[src/rtl/cpu_pkg.sv]
// cpu_pkg
// Shared definitions for the CPU control path:
//   - opcode constants (also used by the ALU)
//   - phase_e: the eight instruction phases, INST_ADDR..STORE
//   - is_alu_op(): true for opcodes whose operand is read from memory
//     and whose result lands in the accumulator (ADD, AND, XOR, LDA)
package cpu_pkg;

    localparam int OPCODE_W = 3;

    localparam logic [OPCODE_W-1:0] OP_HLT = 3'd0;
    localparam logic [OPCODE_W-1:0] OP_SKZ = 3'd1;
    localparam logic [OPCODE_W-1:0] OP_ADD = 3'd2;
    localparam logic [OPCODE_W-1:0] OP_AND = 3'd3;
    localparam logic [OPCODE_W-1:0] OP_XOR = 3'd4;
    localparam logic [OPCODE_W-1:0] OP_LDA = 3'd5;
    localparam logic [OPCODE_W-1:0] OP_STO = 3'd6;
    localparam logic [OPCODE_W-1:0] OP_JMP = 3'd7;

    typedef enum logic [2:0] {
        INST_ADDR  = 3'd0,
        INST_FETCH = 3'd1,
        INST_LOAD  = 3'd2,
        IDLE       = 3'd3,
        OP_ADDR    = 3'd4,
        OP_FETCH   = 3'd5,
        ALU_OP     = 3'd6,
        STORE      = 3'd7
    } phase_e;

    function automatic logic is_alu_op(input logic [OPCODE_W-1:0] op);
        return (op == OP_ADD) || (op == OP_AND) || (op == OP_XOR) || (op == OP_LDA);
    endfunction

endpackage

[src/rtl/cpu_controller_if.sv]
// cpu_controller_if
// Bundles the controller's datapath-facing signals.
//   opcode, zero          : from IR / ALU into the controller
//   sel, rd, ld_ir, inc_pc,
//   ld_pc, ld_ac, wr,
//   data_e, halt          : control strobes out of the controller
//   phase                 : current phase, exported for debug / checkers
// Modports:
//   master : the controller (drives control strobes, reads opcode/zero)
//   slave  : the datapath side (drives opcode/zero, reads strobes)
// All signals are level-sensitive and sampled on the rising clock edge;
// there is no valid/ready handshake, every strobe is meaningful in the
// cycle it is asserted.
interface cpu_controller_if;
    import cpu_pkg::*;

    logic [OPCODE_W-1:0] opcode;
    logic                zero;
    logic                sel;
    logic                rd;
    logic                ld_ir;
    logic                inc_pc;
    logic                ld_pc;
    logic                ld_ac;
    logic                wr;
    logic                data_e;
    logic                halt;
    logic [2:0]          phase;

    modport master (
        input  opcode, zero,
        output sel, rd, ld_ir, inc_pc, ld_pc, ld_ac, wr, data_e, halt, phase
    );

    modport slave (
        output opcode, zero,
        input  sel, rd, ld_ir, inc_pc, ld_pc, ld_ac, wr, data_e, halt, phase
    );

endinterface

[src/rtl/cpu_phase_counter.sv]
// cpu_phase_counter
// Holds the 3-bit phase register and the halted flag.
// Ports:
//   clk, rst_n : clock, asynchronous active-low reset
//   step       : (only with CPU_CTRL_STEP_EN) phase IDLE holds until step=1
//   opcode     : current instruction opcode (only HLT matters here)
//   phase      : current phase
//   halted     : set at the end of OP_ADDR for HLT, cleared only by reset
// Optional feature macro: CPU_CTRL_STEP_EN (single-step gating at IDLE).
module cpu_phase_counter
    import cpu_pkg::*;
(
    input  logic                clk,
    input  logic                rst_n,
`ifdef CPU_CTRL_STEP_EN
    input  logic                step,
`endif
    input  logic [OPCODE_W-1:0] opcode,
    output phase_e              phase,
    output logic                halted
);

    phase_e phase_q, phase_d;
    logic   halted_q, halted_d;

    // State register
    always_ff @(posedge clk or negedge rst_n) begin
        if (!rst_n) begin
            phase_q  <= INST_ADDR;
            halted_q <= 1'b0;
        end else begin
            phase_q  <= phase_d;
            halted_q <= halted_d;
        end
    end

    // Next-state: once halted, phase stays frozen at OP_ADDR.
    always_comb begin
        phase_d  = phase_q;
        halted_d = halted_q;
        if (!halted_q) begin
            if (phase_q == OP_ADDR && opcode == OP_HLT) begin
                halted_d = 1'b1;
            end
`ifdef CPU_CTRL_STEP_EN
            else if (phase_q == IDLE && !step) begin
                phase_d = phase_q;
            end
`endif
            else begin
                phase_d = phase_e'(phase_q + 3'd1);
            end
        end
    end

    // Outputs
    always_comb begin
        phase  = phase_q;
        halted = halted_q;
    end

endmodule

[src/rtl/cpu_controller.sv]
// cpu_controller
// Control unit of the 8-phase accumulator CPU. All control strobes are
// combinational decodes of phase, opcode, zero and the halted flag.
// Ports:
//   clk, rst_n : clock, asynchronous active-low reset
//   step       : (only with CPU_CTRL_STEP_EN) release phase IDLE
//   bus        : cpu_controller_if.master (opcode/zero in, strobes out)
// Optional feature macro: CPU_CTRL_STEP_EN.
module cpu_controller
    import cpu_pkg::*;
(
    input  logic              clk,
    input  logic              rst_n,
`ifdef CPU_CTRL_STEP_EN
    input  logic              step,
`endif
    cpu_controller_if.master  bus
);

    phase_e phase;
    logic   halted;
    logic   alu_op;

    cpu_phase_counter u_phase_counter (
        .clk    (clk),
        .rst_n  (rst_n),
`ifdef CPU_CTRL_STEP_EN
        .step   (step),
`endif
        .opcode (bus.opcode),
        .phase  (phase),
        .halted (halted)
    );

    assign alu_op    = is_alu_op(bus.opcode);
    assign bus.phase = phase;

    // Output decode. Phases 0-3 ignore opcode, so an IR that is still
    // being loaded cannot disturb the fetch strobes. zero is only looked
    // at in ALU_OP for SKZ.
    always_comb begin
        bus.sel    = 1'b0;
        bus.rd     = 1'b0;
        bus.ld_ir  = 1'b0;
        bus.inc_pc = 1'b0;
        bus.ld_pc  = 1'b0;
        bus.ld_ac  = 1'b0;
        bus.wr     = 1'b0;
        bus.data_e = 1'b0;
        bus.halt   = 1'b0;
        if (halted) begin
            bus.halt = 1'b1;
        end else begin
            unique case (phase)
                INST_ADDR: begin
                    bus.sel = 1'b1;
                end
                INST_FETCH: begin
                    bus.sel = 1'b1;
                    bus.rd  = 1'b1;
                end
                INST_LOAD, IDLE: begin
                    bus.sel   = 1'b1;
                    bus.rd    = 1'b1;
                    bus.ld_ir = 1'b1;
                end
                OP_ADDR: begin
                    bus.inc_pc = 1'b1;
                    bus.halt   = (bus.opcode == OP_HLT);
                end
                OP_FETCH: begin
                    bus.rd = alu_op;
                end
                ALU_OP: begin
                    bus.rd     = alu_op;
                    bus.inc_pc = (bus.opcode == OP_SKZ) && bus.zero;
                    bus.ld_pc  = (bus.opcode == OP_JMP);
                    bus.data_e = (bus.opcode == OP_STO);
                end
                STORE: begin
                    bus.rd     = alu_op;
                    bus.ld_ac  = alu_op;
                    bus.ld_pc  = (bus.opcode == OP_JMP);
                    bus.wr     = (bus.opcode == OP_STO);
                    bus.data_e = (bus.opcode == OP_STO);
                end
                default: begin
                end
            endcase
        end
    end

endmodule

[src/flat_wrapper.sv]
// flat-port wrapper written by rule: the top's interface ports become plain ports
module cpu_controller_flat import cpu_pkg::*;
  (clk, rst_n, bus_opcode, bus_zero, bus_sel, bus_rd, bus_ld_ir, bus_inc_pc, bus_ld_pc, bus_ld_ac, bus_wr, bus_data_e, bus_halt, bus_phase);
  cpu_controller_if bus_i ();
  input  logic clk;
  input  logic rst_n;
  input wire logic [$bits(bus_i.opcode)-1:0] bus_opcode;
  input wire logic [$bits(bus_i.zero)-1:0] bus_zero;
  output wire logic [$bits(bus_i.sel)-1:0] bus_sel;
  output wire logic [$bits(bus_i.rd)-1:0] bus_rd;
  output wire logic [$bits(bus_i.ld_ir)-1:0] bus_ld_ir;
  output wire logic [$bits(bus_i.inc_pc)-1:0] bus_inc_pc;
  output wire logic [$bits(bus_i.ld_pc)-1:0] bus_ld_pc;
  output wire logic [$bits(bus_i.ld_ac)-1:0] bus_ld_ac;
  output wire logic [$bits(bus_i.wr)-1:0] bus_wr;
  output wire logic [$bits(bus_i.data_e)-1:0] bus_data_e;
  output wire logic [$bits(bus_i.halt)-1:0] bus_halt;
  output wire logic [$bits(bus_i.phase)-1:0] bus_phase;
  assign bus_i.opcode = bus_opcode;
  assign bus_i.zero = bus_zero;
  assign bus_sel = bus_i.sel;
  assign bus_rd = bus_i.rd;
  assign bus_ld_ir = bus_i.ld_ir;
  assign bus_inc_pc = bus_i.inc_pc;
  assign bus_ld_pc = bus_i.ld_pc;
  assign bus_ld_ac = bus_i.ld_ac;
  assign bus_wr = bus_i.wr;
  assign bus_data_e = bus_i.data_e;
  assign bus_halt = bus_i.halt;
  assign bus_phase = bus_i.phase;
  cpu_controller u_core (.clk(clk), .rst_n(rst_n), .bus(bus_i));
endmodule
[config.mk]
export PLATFORM = sky130hd
export DESIGN_NAME = cpu_controller_flat
export DESIGN_NICKNAME = d
export VERILOG_FILES = /design/src/rtl/cpu_pkg.sv /design/src/rtl/cpu_controller_if.sv /design/src/rtl/cpu_phase_counter.sv /design/src/rtl/cpu_controller.sv /design/src/flat_wrapper.sv
export SDC_FILE = /design/constraint.sdc
export NUM_CORES = 1
export LEC_CHECK = 0
export BUFFER_PORTS_ARGS = -buffer_cell sky130_fd_sc_hd__buf_2
export CAP_MARGIN = 20
export CELL_PAD_IN_SITES_DETAIL_PLACEMENT = 1
export CELL_PAD_IN_SITES_GLOBAL_PLACEMENT = 2
export CORE_MARGIN = 4
export CORE_UTILIZATION = 24
export DETAILED_ROUTE_END_ITERATION = 10
export PLACE_DENSITY = 0.76
export SYNTH_ARGS = -nofsm -noshare
export SYNTH_HDL_FRONTEND = slang
export SYNTH_SLANG_ARGS = --single-unit
[constraint.sdc]
create_clock -name clk -period 2.75 [get_ports clk]
set_clock_uncertainty 0.1 [all_clocks]
set_input_delay 0.275 -clock clk [delete_from_list [all_inputs] [get_ports clk]]
set_output_delay 0.275 -clock clk [all_outputs]
set_load 0.01 [all_outputs]
==> qor.yml <==
run_status:
  status: "finished clean"
worst_setup_path:
  max_stage_delay_ns: 0.41
  timing.critical_path.slowest_stage_cell: "dfrtp_1"
  worst-endpoint-required_ns: 2.38
  timing.critical_path.cells: "inv_1 -> ha_1 -> or3_1 -> a21oi_1 -> nor2_1 -> buf_2"
  data_arrival_time_of_the_critical_path_ns: 1.74
  crit_type: "register to output port"
  crit_path_max_fanout: 5
  ff2ff_setup_slack_ns: 1.02
  start_kind: "register"
  cp-end-kind: "output port"
worst_hold_path:
  timing.hold.worst.class: "input port to asynchronous set/reset pin"
sta:
  rsz0062_at_grt: "no"
  slew_viol_final: 0
  period_minus_slack_ns: 2.11
  final-hold-violation-count: 0
  final_worst_path_period_share: 0.768
  fin_ws_ns: 0.639
  timing.fmax_mhz: 474
  final-setup-viol-count: 0
  finalHoldWorstSlack_ns: 0.295
  relative_slew_margins: 0.784
  final.setup.tns_ns: 0
  max_slew.worst_pin.slew_ns: 0.325
cts:
  worstSkewPairLatency_ns: 0.23
  post_cts.repair.setup_buffers: 0
  clock_tree.root_cell: "clkbuf_4"
  cts_tree: "built"
  h-tree-depth: 1
  clk_path_buf_depth: 2
  cts_num_sinks: 4
  cts_made_buffers: 3
  worst_setup_hold_path_clk_slew_ns: 0.04
routing:
  drt_first_pass_iters: 2
  num_vias: 370
  route.antenna.remaining_nets: 0
  drt-wirelength-per-cell_um: 12.8
  routed_wirelength_um: 963
  remaining_drc_errors: 0
  vias_per_cell: 4.93
  detailedRoute.firstIterationViolations: 8
placed_design:
  place_worst_setup_slack_ns: 0.878
  numPortBuffers: 17
  post-dp-hpwl_um: 774
  routability_cong: 0.689
  place.detailed.instances: 71
synth:
  synth_top_cell_area_share: 0.275
  synth_top_cells_by_count: "6 x ha_1, 4 x dfrtp_1, 4 x inv_1, 4 x nor2_1, 3 x a21oi_1"
  post_synth_inst_count: 40
  async_flop_share: 1.00
  synth.yosys.seq_area_share: 0.275
  synthDistinctLibCells: 20
  synth-edff-count: 0
  synthFlopType: "dfrtp_1"
  synth_area_um2: 364
  ys.warnings.count: 0
  synth_most_common_cell: "ha_1"
  number_of_synthesized_register_bits: 4
  synth_fp_nets: 52
  synth_area_leaders: "dfrtp_1 27%, ha_1 21%, xnor2_1 4.8%"
  post-synth-top-area-cell: "dfrtp_1"
  syn-mean-instance-area_um2: 9.10
grt:
  gr-usage-met1: 0.124
  globalRoute.totalOverflow: 0
  global_route.usage.met3: 0.0115
  groute.usage.overall: 0.0963
  initial_antenna_violation_count: 0
  use_met2: 0.149
  wire_length_of_the_first_global_routing_pass_um: 1500
  vias_in_the_first_global_route: 346
  gr-max-usage-layer: "met2"
  grt_max_degree: 11
layout:
  fraction_of_final_layout_cells_sized_beyond_drive_strength_1: 0.383
  nets: 74
  areaGrowthSynthToFinish_pct: 36.1
  layout.cells.non_filler: 75
  antenna_cells: 0
  fill_cells: 168
die:
  initial_util: 0.266
  die_span_x_um: 47.0
  die_h_um: 47.0
  placeable_area_um2: 1370
  design.die.area_um2: 2200
  top_level_ports: 18
  placementRows: 13
flow_run:
  drv.max_cap_violation_count: 0
power_and_ir_drop:
  p_leak_nw: 0.253
  max_rail_drop_vdd_mv: 0.430
  power.density_cell_area_nw_per_um2: 1130
-- cell families (layout without fill, tap and decap cells) --
group / after synthesis / in the layout / synth area share
AND/OR/NAND/NOR: 14 / 14 / 0.234
multiplexers: 1 / 1 / 0.0412
buffers and inverters: 5 / 25 / 0.0550
XOR/XNOR: 2 / 2 / 0.0481
flip-flops: 4 / 4 / 0.275
adder cells (fa/ha/maj): 6 / 6 / 0.206
AO/OA/AOI/OAI: 8 / 8 / 0.141
-- state kept, by name, indices dropped and copies added, names as in the netlist --
name                           flops
u_core.u_phase_counter.phase       3
u_core.u_phase_counter.halted      1
-- critical path, delay by kind of cell (launching register included) --
family          cells  cell delay [ns]
flops               1             0.41
fa+ha+maj           1             0.26
compound gates      1             0.15
buf+inv             2             0.27
simple gates        2             0.43
-- layout make-up --
type	instances	area, um^2	area share
repair buffers	18	95.1	0.192
multi-input cells	31	244	0.492
well taps	15	18.8	0.0379
inverters	4	15.0	0.0303
flip-flops and latches	4	100	0.202
clock buffers	3	22.5	0.0455
-- cells in the final DEF (no fill, tap or decap) --
master | Yosys | final
nor2_1 | 4 | 4
a21oi_2 | 1 | 1
o32ai_1 | 1 | 1
nand2b_1 | 1 | 1
nand2_1 | 1 | 1
nor4b_2 | 1 | 1
clkbuf_4 | 0 | 3
or3_1 | 1 | 1
a41oi_1 | 1 | 1
dfrtp_1 | 4 | 4
inv_1 | 4 | 4
nor4_1 | 2 | 2
buf_2 | 1 | 17
o21ai_0 | 2 | 2
ha_1 | 6 | 6
mux2_4 | 1 | 1
nor4b_1 | 1 | 1
dlygate4sd3_1 | 0 | 1
a21oi_1 | 3 | 3
nor3_1 | 2 | 2
nor3b_1 | 1 | 1
xnor2_1 | 2 | 2
-- worst paths after layout --
| check | startpoint | to | cells past startpoint |
|---|---|---|---|
| setup / recovery | u_core.u_phase_counter.phase[0]$_DFFE_PN0P_ | bus_sel | 6 |
| hold / removal | rst_n | u_core.u_phase_counter.phase[1]$_DFFE_PN0P_ | 2 |
| setup reg to reg | u_core.u_phase_counter.phase[0]$_DFFE_PN0P_ | u_core.u_phase_counter.phase[1]$_DFFE_PN0P_ | 5 |
| hold reg to reg | u_core.u_phase_counter.phase[1]$_DFFE_PN0P_ | u_core.u_phase_counter.phase[1]$_DFFE_PN0P_ | 1 |
| max in group asynchronous | rst_n | u_core.u_phase_counter.halted$_DFF_PN0_ | 2 |
| min in group clk | bus_opcode[1] | u_core.u_phase_counter.phase[2]$_DFFE_PN0P_ | 4 |
-- power by group --
part           leakage, nW   total, W  switching, W  internal [W]
registers           0.0468   0.000146     0.0000543     0.0000917
clock network       0.0138  0.0000707     0.0000220     0.0000487
logic                0.193   0.000343      0.000183      0.000159
-- through the flow --
stage / util / total power (W) / cell area, um^2
4_1_cts: 0.363 / 0.000569 / 495
2_1_floorplan: - / 0.000373 / 364
3_3_place_gp: 0.339 / 0.000490 / 463
6_report: 0.363 / 0.000560 / 495
3_5_place_dp: 0.339 / 0.000490 / 463
5_1_grt: 0.363 / 0.000621 / 495
-- routing by layer --
layer / wire (um) / vias to the layer above
li1: - / 184
met1: 410 / 177
met2: 496 / 9
met3: 56 / 0
met4: 0 / 0
met5: 0 / -
-- repair_timing --
action / in CTS / in global routing
gates resized for setup: 0 / 0
hold buffers: 1 / 0
endpoints found under the hold margin: 4 / 0
Note: power is estimated with default switching activity, not from simulation.
